## src/rtl/sap_1_controller_sequencer_pkg.sv

```systemverilog
// Shared SAP-1 controller constants: opcode map, ring states and control-word layout.
// Control word bit order, MSB first: Cp Ep LMbar CEbar LIbar EIbar LAbar EA Su EU LBbar LObar.
package sap_1_controller_sequencer_pkg;

  localparam logic [3:0] OpLda = 4'b0000;
  localparam logic [3:0] OpAdd = 4'b0001;
  localparam logic [3:0] OpSub = 4'b0010;
  localparam logic [3:0] OpOut = 4'b1110;
  localparam logic [3:0] OpHlt = 4'b1111;

  localparam logic [5:0] T1 = 6'b000001;
  localparam logic [5:0] T2 = 6'b000010;
  localparam logic [5:0] T3 = 6'b000100;
  localparam logic [5:0] T4 = 6'b001000;
  localparam logic [5:0] T5 = 6'b010000;
  localparam logic [5:0] T6 = 6'b100000;

  // Bit 6 is the halt flag; the low six bits are the ring and read zero while halted.
  typedef enum logic [6:0] {
    StT1   = 7'b000_0001,
    StT2   = 7'b000_0010,
    StT3   = 7'b000_0100,
    StT4   = 7'b000_1000,
    StT5   = 7'b001_0000,
    StT6   = 7'b010_0000,
    StHalt = 7'b100_0000
  } state_e;

  localparam int unsigned CwCp    = 11;
  localparam int unsigned CwEp    = 10;
  localparam int unsigned CwLMbar = 9;
  localparam int unsigned CwCEbar = 8;
  localparam int unsigned CwLIbar = 7;
  localparam int unsigned CwEIbar = 6;
  localparam int unsigned CwLAbar = 5;
  localparam int unsigned CwEA    = 4;
  localparam int unsigned CwSu    = 3;
  localparam int unsigned CwEU    = 2;
  localparam int unsigned CwLBbar = 1;
  localparam int unsigned CwLObar = 0;

  localparam logic [11:0] CwIdle = 12'b0011_1110_0011;

  function automatic state_e ring_next(input state_e s);
    case (s)
      StT1:    return StT2;
      StT2:    return StT3;
      StT3:    return StT4;
      StT4:    return StT5;
      StT5:    return StT6;
      StT6:    return StT1;
      StHalt:  return StHalt;
      default: return StT1;
    endcase
  endfunction

endpackage

```

## src/rtl/sap_1_controller_sequencer_if.sv

```systemverilog
// Opcode in, control word and ring state out, between SAP-1 controller and datapath.
interface sap_1_controller_sequencer_if;
  logic [3:0] opcode;
  logic       Cp;
  logic       Ep;
  logic       LMbar;
  logic       CEbar;
  logic       LIbar;
  logic       EIbar;
  logic       LAbar;
  logic       EA;
  logic       Su;
  logic       EU;
  logic       LBbar;
  logic       LObar;
  logic       HLTbar;
  logic [5:0] t_state;

  modport master (
    input  opcode,
    output Cp, Ep, LMbar, CEbar, LIbar, EIbar, LAbar, EA, Su, EU, LBbar, LObar, HLTbar,
    output t_state
  );

  modport slave (
    output opcode,
    input  Cp, Ep, LMbar, CEbar, LIbar, EIbar, LAbar, EA, Su, EU, LBbar, LObar, HLTbar,
    input  t_state
  );
endinterface

```

## src/rtl/sap_1_ring_counter.sv

```systemverilog
// Six-state one-hot T-ring with an absorbing halt state, cleared synchronously by CLRbar.
module sap_1_ring_counter
  import sap_1_controller_sequencer_pkg::*;
(
  input  logic       Clk,
  input  logic       CLRbar,
  input  logic       halt_req,
  output logic [5:0] t_state
);

  state_e state_q;

  always_ff @(posedge Clk) begin
    if (!CLRbar) begin
      state_q <= StT1;
    end else if (halt_req && (state_q == StT4)) begin
      state_q <= StHalt;
    end else begin
      state_q <= ring_next(state_q);
    end
  end

  assign t_state = state_q[5:0];

endmodule

```

## src/rtl/sap_1_controller_sequencer.sv

```systemverilog
// SAP-1 controller-sequencer: T-ring plus opcode decode into the 12-bit control word.
module sap_1_controller_sequencer
  import sap_1_controller_sequencer_pkg::*;
(
  input  logic                          Clk,
  input  logic                          CLRbar,
  sap_1_controller_sequencer_if.master  cs
);

  logic [5:0]  t_state;
  logic        halt_req;
  logic [11:0] cw;
  logic        hlt_n;

  assign halt_req = (t_state == T4) && (cs.opcode == OpHlt);

  sap_1_ring_counter u_ring (
    .Clk      (Clk),
    .CLRbar   (CLRbar),
    .halt_req (halt_req),
    .t_state  (t_state)
  );

  // Opcode is only decoded in T4..T6, so T1..T3 produce the fetch word regardless.
  always_comb begin
    cw    = CwIdle;
    hlt_n = 1'b1;
    case (t_state)
      T1: begin
        cw[CwEp]    = 1'b1;
        cw[CwLMbar] = 1'b0;
      end
      T2: cw[CwCp] = 1'b1;
      T3: begin
        cw[CwCEbar] = 1'b0;
        cw[CwLIbar] = 1'b0;
      end
      T4: begin
        if (cs.opcode == OpLda || cs.opcode == OpAdd || cs.opcode == OpSub) begin
          cw[CwEIbar] = 1'b0;
          cw[CwLMbar] = 1'b0;
        end else if (cs.opcode == OpOut) begin
          cw[CwEA]    = 1'b1;
          cw[CwLObar] = 1'b0;
        end else if (cs.opcode == OpHlt) begin
          hlt_n = 1'b0;
        end
      end
      T5: begin
        if (cs.opcode == OpLda) begin
          cw[CwCEbar] = 1'b0;
          cw[CwLAbar] = 1'b0;
        end else if (cs.opcode == OpAdd || cs.opcode == OpSub) begin
          cw[CwCEbar] = 1'b0;
          cw[CwLBbar] = 1'b0;
        end
      end
      T6: begin
        if (cs.opcode == OpAdd || cs.opcode == OpSub) begin
          cw[CwEU]    = 1'b1;
          cw[CwLAbar] = 1'b0;
        end
      end
      default: hlt_n = 1'b0;
    endcase
    if ((t_state == T4 || t_state == T5 || t_state == T6) && cs.opcode == OpSub) begin
      cw[CwSu] = 1'b1;
    end
  end

  assign cs.Cp      = cw[CwCp];
  assign cs.Ep      = cw[CwEp];
  assign cs.LMbar   = cw[CwLMbar];
  assign cs.CEbar   = cw[CwCEbar];
  assign cs.LIbar   = cw[CwLIbar];
  assign cs.EIbar   = cw[CwEIbar];
  assign cs.LAbar   = cw[CwLAbar];
  assign cs.EA      = cw[CwEA];
  assign cs.Su      = cw[CwSu];
  assign cs.EU      = cw[CwEU];
  assign cs.LBbar   = cw[CwLBbar];
  assign cs.LObar   = cw[CwLObar];
  assign cs.HLTbar  = hlt_n;
  assign cs.t_state = t_state;

endmodule

```

## src/flat_wrapper.sv

```systemverilog
// flat-port wrapper written by rule: the top's interface ports become plain ports
module sap_1_controller_sequencer_flat import sap_1_controller_sequencer_pkg::*;
  (Clk, CLRbar, cs_opcode, cs_Cp, cs_Ep, cs_LMbar, cs_CEbar, cs_LIbar, cs_EIbar, cs_LAbar, cs_EA, cs_Su, cs_EU, cs_LBbar, cs_LObar, cs_HLTbar, cs_t_state);
  sap_1_controller_sequencer_if cs_i ();
  input  logic Clk;
  input  logic CLRbar;
  input wire logic [$bits(cs_i.opcode)-1:0] cs_opcode;
  output wire logic [$bits(cs_i.Cp)-1:0] cs_Cp;
  output wire logic [$bits(cs_i.Ep)-1:0] cs_Ep;
  output wire logic [$bits(cs_i.LMbar)-1:0] cs_LMbar;
  output wire logic [$bits(cs_i.CEbar)-1:0] cs_CEbar;
  output wire logic [$bits(cs_i.LIbar)-1:0] cs_LIbar;
  output wire logic [$bits(cs_i.EIbar)-1:0] cs_EIbar;
  output wire logic [$bits(cs_i.LAbar)-1:0] cs_LAbar;
  output wire logic [$bits(cs_i.EA)-1:0] cs_EA;
  output wire logic [$bits(cs_i.Su)-1:0] cs_Su;
  output wire logic [$bits(cs_i.EU)-1:0] cs_EU;
  output wire logic [$bits(cs_i.LBbar)-1:0] cs_LBbar;
  output wire logic [$bits(cs_i.LObar)-1:0] cs_LObar;
  output wire logic [$bits(cs_i.HLTbar)-1:0] cs_HLTbar;
  output wire logic [$bits(cs_i.t_state)-1:0] cs_t_state;
  assign cs_i.opcode = cs_opcode;
  assign cs_Cp = cs_i.Cp;
  assign cs_Ep = cs_i.Ep;
  assign cs_LMbar = cs_i.LMbar;
  assign cs_CEbar = cs_i.CEbar;
  assign cs_LIbar = cs_i.LIbar;
  assign cs_EIbar = cs_i.EIbar;
  assign cs_LAbar = cs_i.LAbar;
  assign cs_EA = cs_i.EA;
  assign cs_Su = cs_i.Su;
  assign cs_EU = cs_i.EU;
  assign cs_LBbar = cs_i.LBbar;
  assign cs_LObar = cs_i.LObar;
  assign cs_HLTbar = cs_i.HLTbar;
  assign cs_t_state = cs_i.t_state;
  sap_1_controller_sequencer u_core (.Clk(Clk), .CLRbar(CLRbar), .cs(cs_i));
endmodule
```

## config.mk

```make
export PLATFORM = sky130hd
export DESIGN_NAME = sap_1_controller_sequencer_flat
export DESIGN_NICKNAME = d
export VERILOG_FILES = /design/src/rtl/sap_1_controller_sequencer_pkg.sv /design/src/rtl/sap_1_controller_sequencer_if.sv /design/src/rtl/sap_1_ring_counter.sv /design/src/rtl/sap_1_controller_sequencer.sv /design/src/flat_wrapper.sv
export SDC_FILE = /design/constraint.sdc
export NUM_CORES = 1
export LEC_CHECK = 0
export BUFFER_PORTS_ARGS = -buffer_cell sky130_fd_sc_hd__buf_2
export CORE_MARGIN = 2
export CORE_UTILIZATION = 42
export DETAILED_ROUTE_END_ITERATION = 12
export PLACE_DENSITY_LB_ADDON = 0.12
export SLEW_MARGIN = 5
export SYNTH_ARGS = -nofsm -noshare
export SYNTH_HDL_FRONTEND = slang
export SYNTH_HIERARCHICAL = 1
export SYNTH_SLANG_ARGS = --single-unit
```

## constraint.sdc

```tcl
create_clock -name Clk -period 1.75 [get_ports Clk]
set_input_delay 0.4375 -clock Clk [delete_from_list [all_inputs] [get_ports Clk]]
set_output_delay 0.4375 -clock Clk [all_outputs]
set_load 0.01 [all_outputs]
```

Word-level counts from Yosys, hierarchy flattened
Index checks and enable logic that the tools add are counted.
{"block": "word_totals", "ff_bits": 7, "output_inout_bits": 19}
{"block": "classes", "n_eq_ne": 16, "n_mux": 28, "bitwise_logic": 1, "n_reduce_logical": 11}
{"op": "$pmux 7 s6", "count": 1}
{"op": "$mux 1", "count": 22}
{"op": "$eq 4x4->1 const B", "count": 2}
{"op": "$pmux 1 s2", "count": 4}
{"op": "$eq 7x1->1 const B", "count": 1}
{"op": "$eq 7x2->1 const B", "count": 1}
{"op": "$eq 7x3->1 const B", "count": 1}
{"op": "$eq 7x4->1 const B", "count": 1}
{"op": "$eq 7x5->1 const B", "count": 1}
{"op": "$eq 7x7->1 const B", "count": 1}
{"op": "$mux 7", "count": 1}
{"op": "$eq 6x1->1 const B", "count": 1}
{"op": "$eq 6x2->1 const B", "count": 1}
{"op": "$eq 6x3->1 const B", "count": 1}
{"op": "$eq 6x4->1 const B", "count": 1}
{"op": "$eq 6x5->1 const B", "count": 1}
{"op": "$eq 6x6->1 const B", "count": 1}
{"op": "$logic_or 1x1->1", "count": 5}
{"op": "$reduce_or 5->1", "count": 1}
{"op": "$eq 4x1->1 const B", "count": 1}
{"op": "$eq 4x2->1 const B", "count": 1}
{"op": "$logic_not 4->1", "count": 1}
{"op": "$logic_and 1x1->1", "count": 3}
{"op": "$reduce_or 2->1", "count": 1}
{"op": "$not 1->1", "count": 1}

Depth between registers and ports, before layout
{"block": "logic_depth", "depth_word": 5, "depth_mapped": 8}

Cells and area by module
The synthesis kept the hierarchy.
{"mod": "sap_1_ring_counter", "instances": 1, "cells_per_inst": 32, "area_per_inst_um2": 340.3}
{"mod": "sap_1_controller_sequencer", "instances": 1, "cells_per_inst": 48, "area_per_inst_um2": 329.1}

Worst setup path after synthesis
No wires, ideal clock.
{"block": "synth_timing", "path_type": "reg2out", "from": "register u_core.u_ring.state_q[1]", "to": "output port cs_EU", "arrival_ps": 1491, "t_required_ps": 1312, "setup_slack_ps": -179, "stages_incl_launch_ff": 5, "path_cell_list": "dfxtp_1 > buf_4 > or4_4 > nor4_2 > nor2b_1"}
{"block": "synth_via", "elab_chain_cells": 2}
{"element": "start, declared", "line_no": "sap_1_ring_counter.sv:11", "text": "state_e state_q;"}
{"element": "start signal, assigned", "line_no": "sap_1_ring_counter.sv:15", "text": "state_q <= StT1;"}
{"element": "start signal, assigned", "line_no": "sap_1_ring_counter.sv:17", "text": "state_q <= StHalt;"}
{"element": "start signal, assigned", "line_no": "sap_1_ring_counter.sv:19", "text": "state_q <= ring_next(state_q);"}
{"element": "$eq 6x6->1", "line_no": "sap_1_controller_sequencer.sv:28", "text": "case (t_state)"}
{"element": "$mux 1", "line_no": "sap_1_controller_sequencer.sv:28"}
{"element": "end, declared", "line_no": "flat_wrapper.sv:17", "text": "output wire logic [$bits(cs_i.EU)-1:0] cs_EU;"}
Every way passes these cells.

Final worst setup path
{"block": "layout_timing", "from": "input port cs_opcode[1]", "to": "output port cs_CEbar"}
{"block": "layout_via", "elab_chain_cells": 5}
{"element": "start, declared", "line_no": "flat_wrapper.sv:7", "text": "input wire logic [$bits(cs_i.opcode)-1:0] cs_opcode;"}
{"element": "$eq 4x1->1 / $eq 4x2->1 (equally long branches)", "line_no": "sap_1_controller_sequencer.sv:53", "text": "end else if (cs.opcode == OpAdd || cs.opcode == OpSub) begin"}
{"element": "$logic_or 1x1->1", "line_no": "sap_1_controller_sequencer.sv:53"}
{"element": "$mux 1", "line_no": "sap_1_controller_sequencer.sv:53"}
{"element": "$mux 1 *", "line_no": "sap_1_controller_sequencer.sv:50", "text": "if (cs.opcode == OpLda) begin"}
{"element": "$pmux 1 s2 *", "line_no": "sap_1_controller_sequencer.sv:28"}
{"element": "end, declared", "line_no": "flat_wrapper.sv:11", "text": "output wire logic [$bits(cs_i.CEbar)-1:0] cs_CEbar;"}
Every way passes the cells marked *; elsewhere a longest branch is shown, timed or not.

==> results.toml <==
[timing]
worst_pin_slew_ns = 0.405
hold_viol = 0
drv_slew = 0
worst_slack_ns = -0.285
min_period_ns = 2.04
rsz0062_at_grt = "true"
fmaxAchievable_ghz = 0.491
setup_viol = 10
skew_ns = 0.00147
max-slew-margin-rel = 0.727
setup_tns_ns = -1.79
period_share = 1.16

[synth]
ys_types = 34
synthArstFlopShare = 0
synth-seq-area-share = 0.209
synth_area_um2 = 669
synth.net_count = 86
ys_ff_latch = 7
synth_edf_count = 0
synth_ff_type = "dfxtp_1"
yosys_warnings = 6
synthCells = 80
synth.avg_cell_area_um2 = 8.37

[finish]
fillers = 105
layout.nets = 131
final_area_um2 = 1190
largest_register_ffs = 7
antennaDiodeCount = 0
layoutNonFillerInstCount = 140
largest_register = "u_core/u_ring/state_q"
reg.largest.list = "u_core/u_ring/state_q (7)"
area_growth_pct = 77.4
drive_above_1_share = 0.645

[clocking]
path_clk_slew_ns = 0.05
ctsRootBufferMaster = "clkbuf_4"
ctsHoldBuffers = 0
cts_buffer_depth = 2
cts_tree = "yes"
numCtsBuffers = 3
htree_levels = 1
cts.sinks = 7
clk_latency_ns = 0.24

[grt]
grt_busiest_layer = "met2"
antenna_found_initial = 0
grt-ovfl-total = 0
grt_pass1_wl_um = 3200
grt_max_degree = 13
grt_pass1_vias = 767
grt_util_met1 = 0.263
met2_usage = 0.409
met3_usage = 0.0125
track_usage = 0.219

[die]
die_h_um = 43.9
start_util = 0.444
core_region_area_um2 = 1510
io_pins = 25
row_count = 14
die_area_um2 = 1930
fp.dieW_um = 43.9

[worst_setup_path]
worst-r2r-cell-count = 5
worst_setup_path_start_kind = "primary input"
cp.arrival_ns = 1.60
worstReg2RegEnd = "u_core/u_ring/state_q[0]"
cp_data_required_time_ns = 1.31
worst-path-max-fanout = 2
r2r_slack_ns = 0.12
critPathKind = "primary input to output port"
r2r_start = "u_core/u_ring/state_q[2]"
cp-end-kind = "output port"

[power_and_ir_drop]
fin_total_pwr_uw = 604
p_clk_frac = 0.232
peakVddDrop_v = 0.000490
p_int_uw = 409
power.switching_uw = 194
p_comb_frac = 0.471
power.share.sequential = 0.297
swShare = 0.322
powerDensity_nw_per_um2 = 508
p_leak_nw = 0.475

[outcome]
status = "finished with violations"
violations = "negative setup slack"

[detailed_routing]
ant_nets = 0
detail_route.first_pass.iterations = 4
wl_um = 2070
avgRoutedWirePerCell_um = 14.8
vias_per_cell = 5.64
vias = 790
drc = 0
drtIter0Drc = 16

[place]
dp_hpwl_um = 1430
placed_cell_area_um2 = 955
gp_congestion = 0.783
port_buffers = 24
placedCellCount = 128

[min_path]
worstHoldStart = "u_core/u_ring/state_q[6]"
whs_path_depth = 1
hp-class = "flop to flop"
worstHoldEndpoint = "u_core/u_ring/state_q[5]"

[flow_run]
maxCapViolCount = 0
power by group through the flow:
stage	clock (mW)	sequential [mW]	combinational (mW)
after global routing	0.157	0.180	0.304
final	0.140	0.179	0.284
after floorplan	0	0.183	0.150
after global placement	0	0.184	0.221
after CTS	0.146	0.179	0.261
after detailed placement	0	0.185	0.225
critical path: stages:
cell       delay [ns]
buf_8            0.10
a2111oi_4        0.32
mux2i_1          0.11
or4b_4           0.49
buf_6            0.14
layout make-up:
type / count / area, µm² / area share
Multi-Input combinational cell: 61 / 579 / 0.488
Timing Repair Buffer: 51 / 407 / 0.342
Sequential cell: 7 / 151 / 0.128
Clock buffer: 4 / 26.3 / 0.0221
Tap cell: 16 / 20.0 / 0.0169
Inverter: 1 / 3.75 / 0.00316
per-stage QoR:
step,worst slack (ns),util,hold WS [ns]
global route,-0.352,0.788,0.502
detailed placement,-0.370,0.634,0.494
floorplan,-0.100,-,0.468
global placement,-0.307,0.634,0.487
CTS,-0.278,0.732,0.486
finish,-0.285,0.788,0.488
worst max path at each step:
stage	from	end	slack, ns	depth (start not counted)
global route	u_core/u_ring/state_q[0]	cs_EU	-0.35	4
CTS	cs_opcode[1]	cs_CEbar	-0.28	5
floorplan	cs_opcode[0]	cs_CEbar	-0.10	4
global placement	cs_opcode[1]	cs_LMbar	-0.31	6
finish	cs_opcode[1]	cs_CEbar	-0.29	5
detailed placement	cs_opcode[1]	cs_LMbar	-0.37	6
placed cells by master (no fill, tap or decap), drive strengths merged:
| master | count |
|---|---|
| nor2 | 6 |
| nand3 | 3 |
| nand3b | 2 |
| nor4 | 3 |
| a2111oi | 2 |
| nand2b | 2 |
| a2111o | 1 |
| o21ai | 4 |
| or4 | 1 |
| nor3 | 5 |
| dfxtp | 7 |
| clkbuf | 4 |
| buf | 51 |
| nand2 | 2 |
| nand4b | 1 |
| nor4bb | 1 |
| mux2 | 2 |
| nor3b | 1 |
| nor2b | 3 |
| xnor2 | 2 |
| mux2i | 1 |
| o22a | 1 |
| and4b | 2 |
| nor4b | 4 |
| or4b | 1 |
| xor2 | 4 |
| or3 | 4 |
| o211ai | 2 |
| inv | 1 |
| a211oi | 1 |
synth_stat cells, types with 3 or more instances:
library cell  number  area share
dfxtp_1            7        0.21
nor3_1             5       0.037
o21ai_0            4       0.030
xor2_1             4       0.052
buf_4              6       0.067
buf_2              3       0.022
nor4b_1            4       0.052
nand3_1            3       0.022
nor2_1             6       0.034
nor2b_1            3       0.028
logic make-up after synthesis:
group | after synthesis | synth area share
DFF | 7 | 0.209
xor gates and xnor gates | 6 | 0.0785
muxes | 3 | 0.0486
and+or+nand+nor | 41 | 0.428
buffers and inverters | 12 | 0.107
AOI/OAI and AO/OA | 11 | 0.129
timing repair:
| action | in CTS | in global routing |
|---|---|---|
| pin swaps | 8 | 9 |
| setup buffers | 6 | 3 |
| endpoints found under the setup margin | 12 | 12 |
| gates resized for setup | 24 | 13 |
| gates cloned | 0 | 0 |
metal layers:
metal | up-vias | part of all wire
li1 | 388 | -
met1 | 379 | 0.42
met2 | 21 | 0.54
met3 | 2 | 0.042
met4 | 0 | 0.0039
met5 | - | 0
Power figures use the tool's default switching activity.
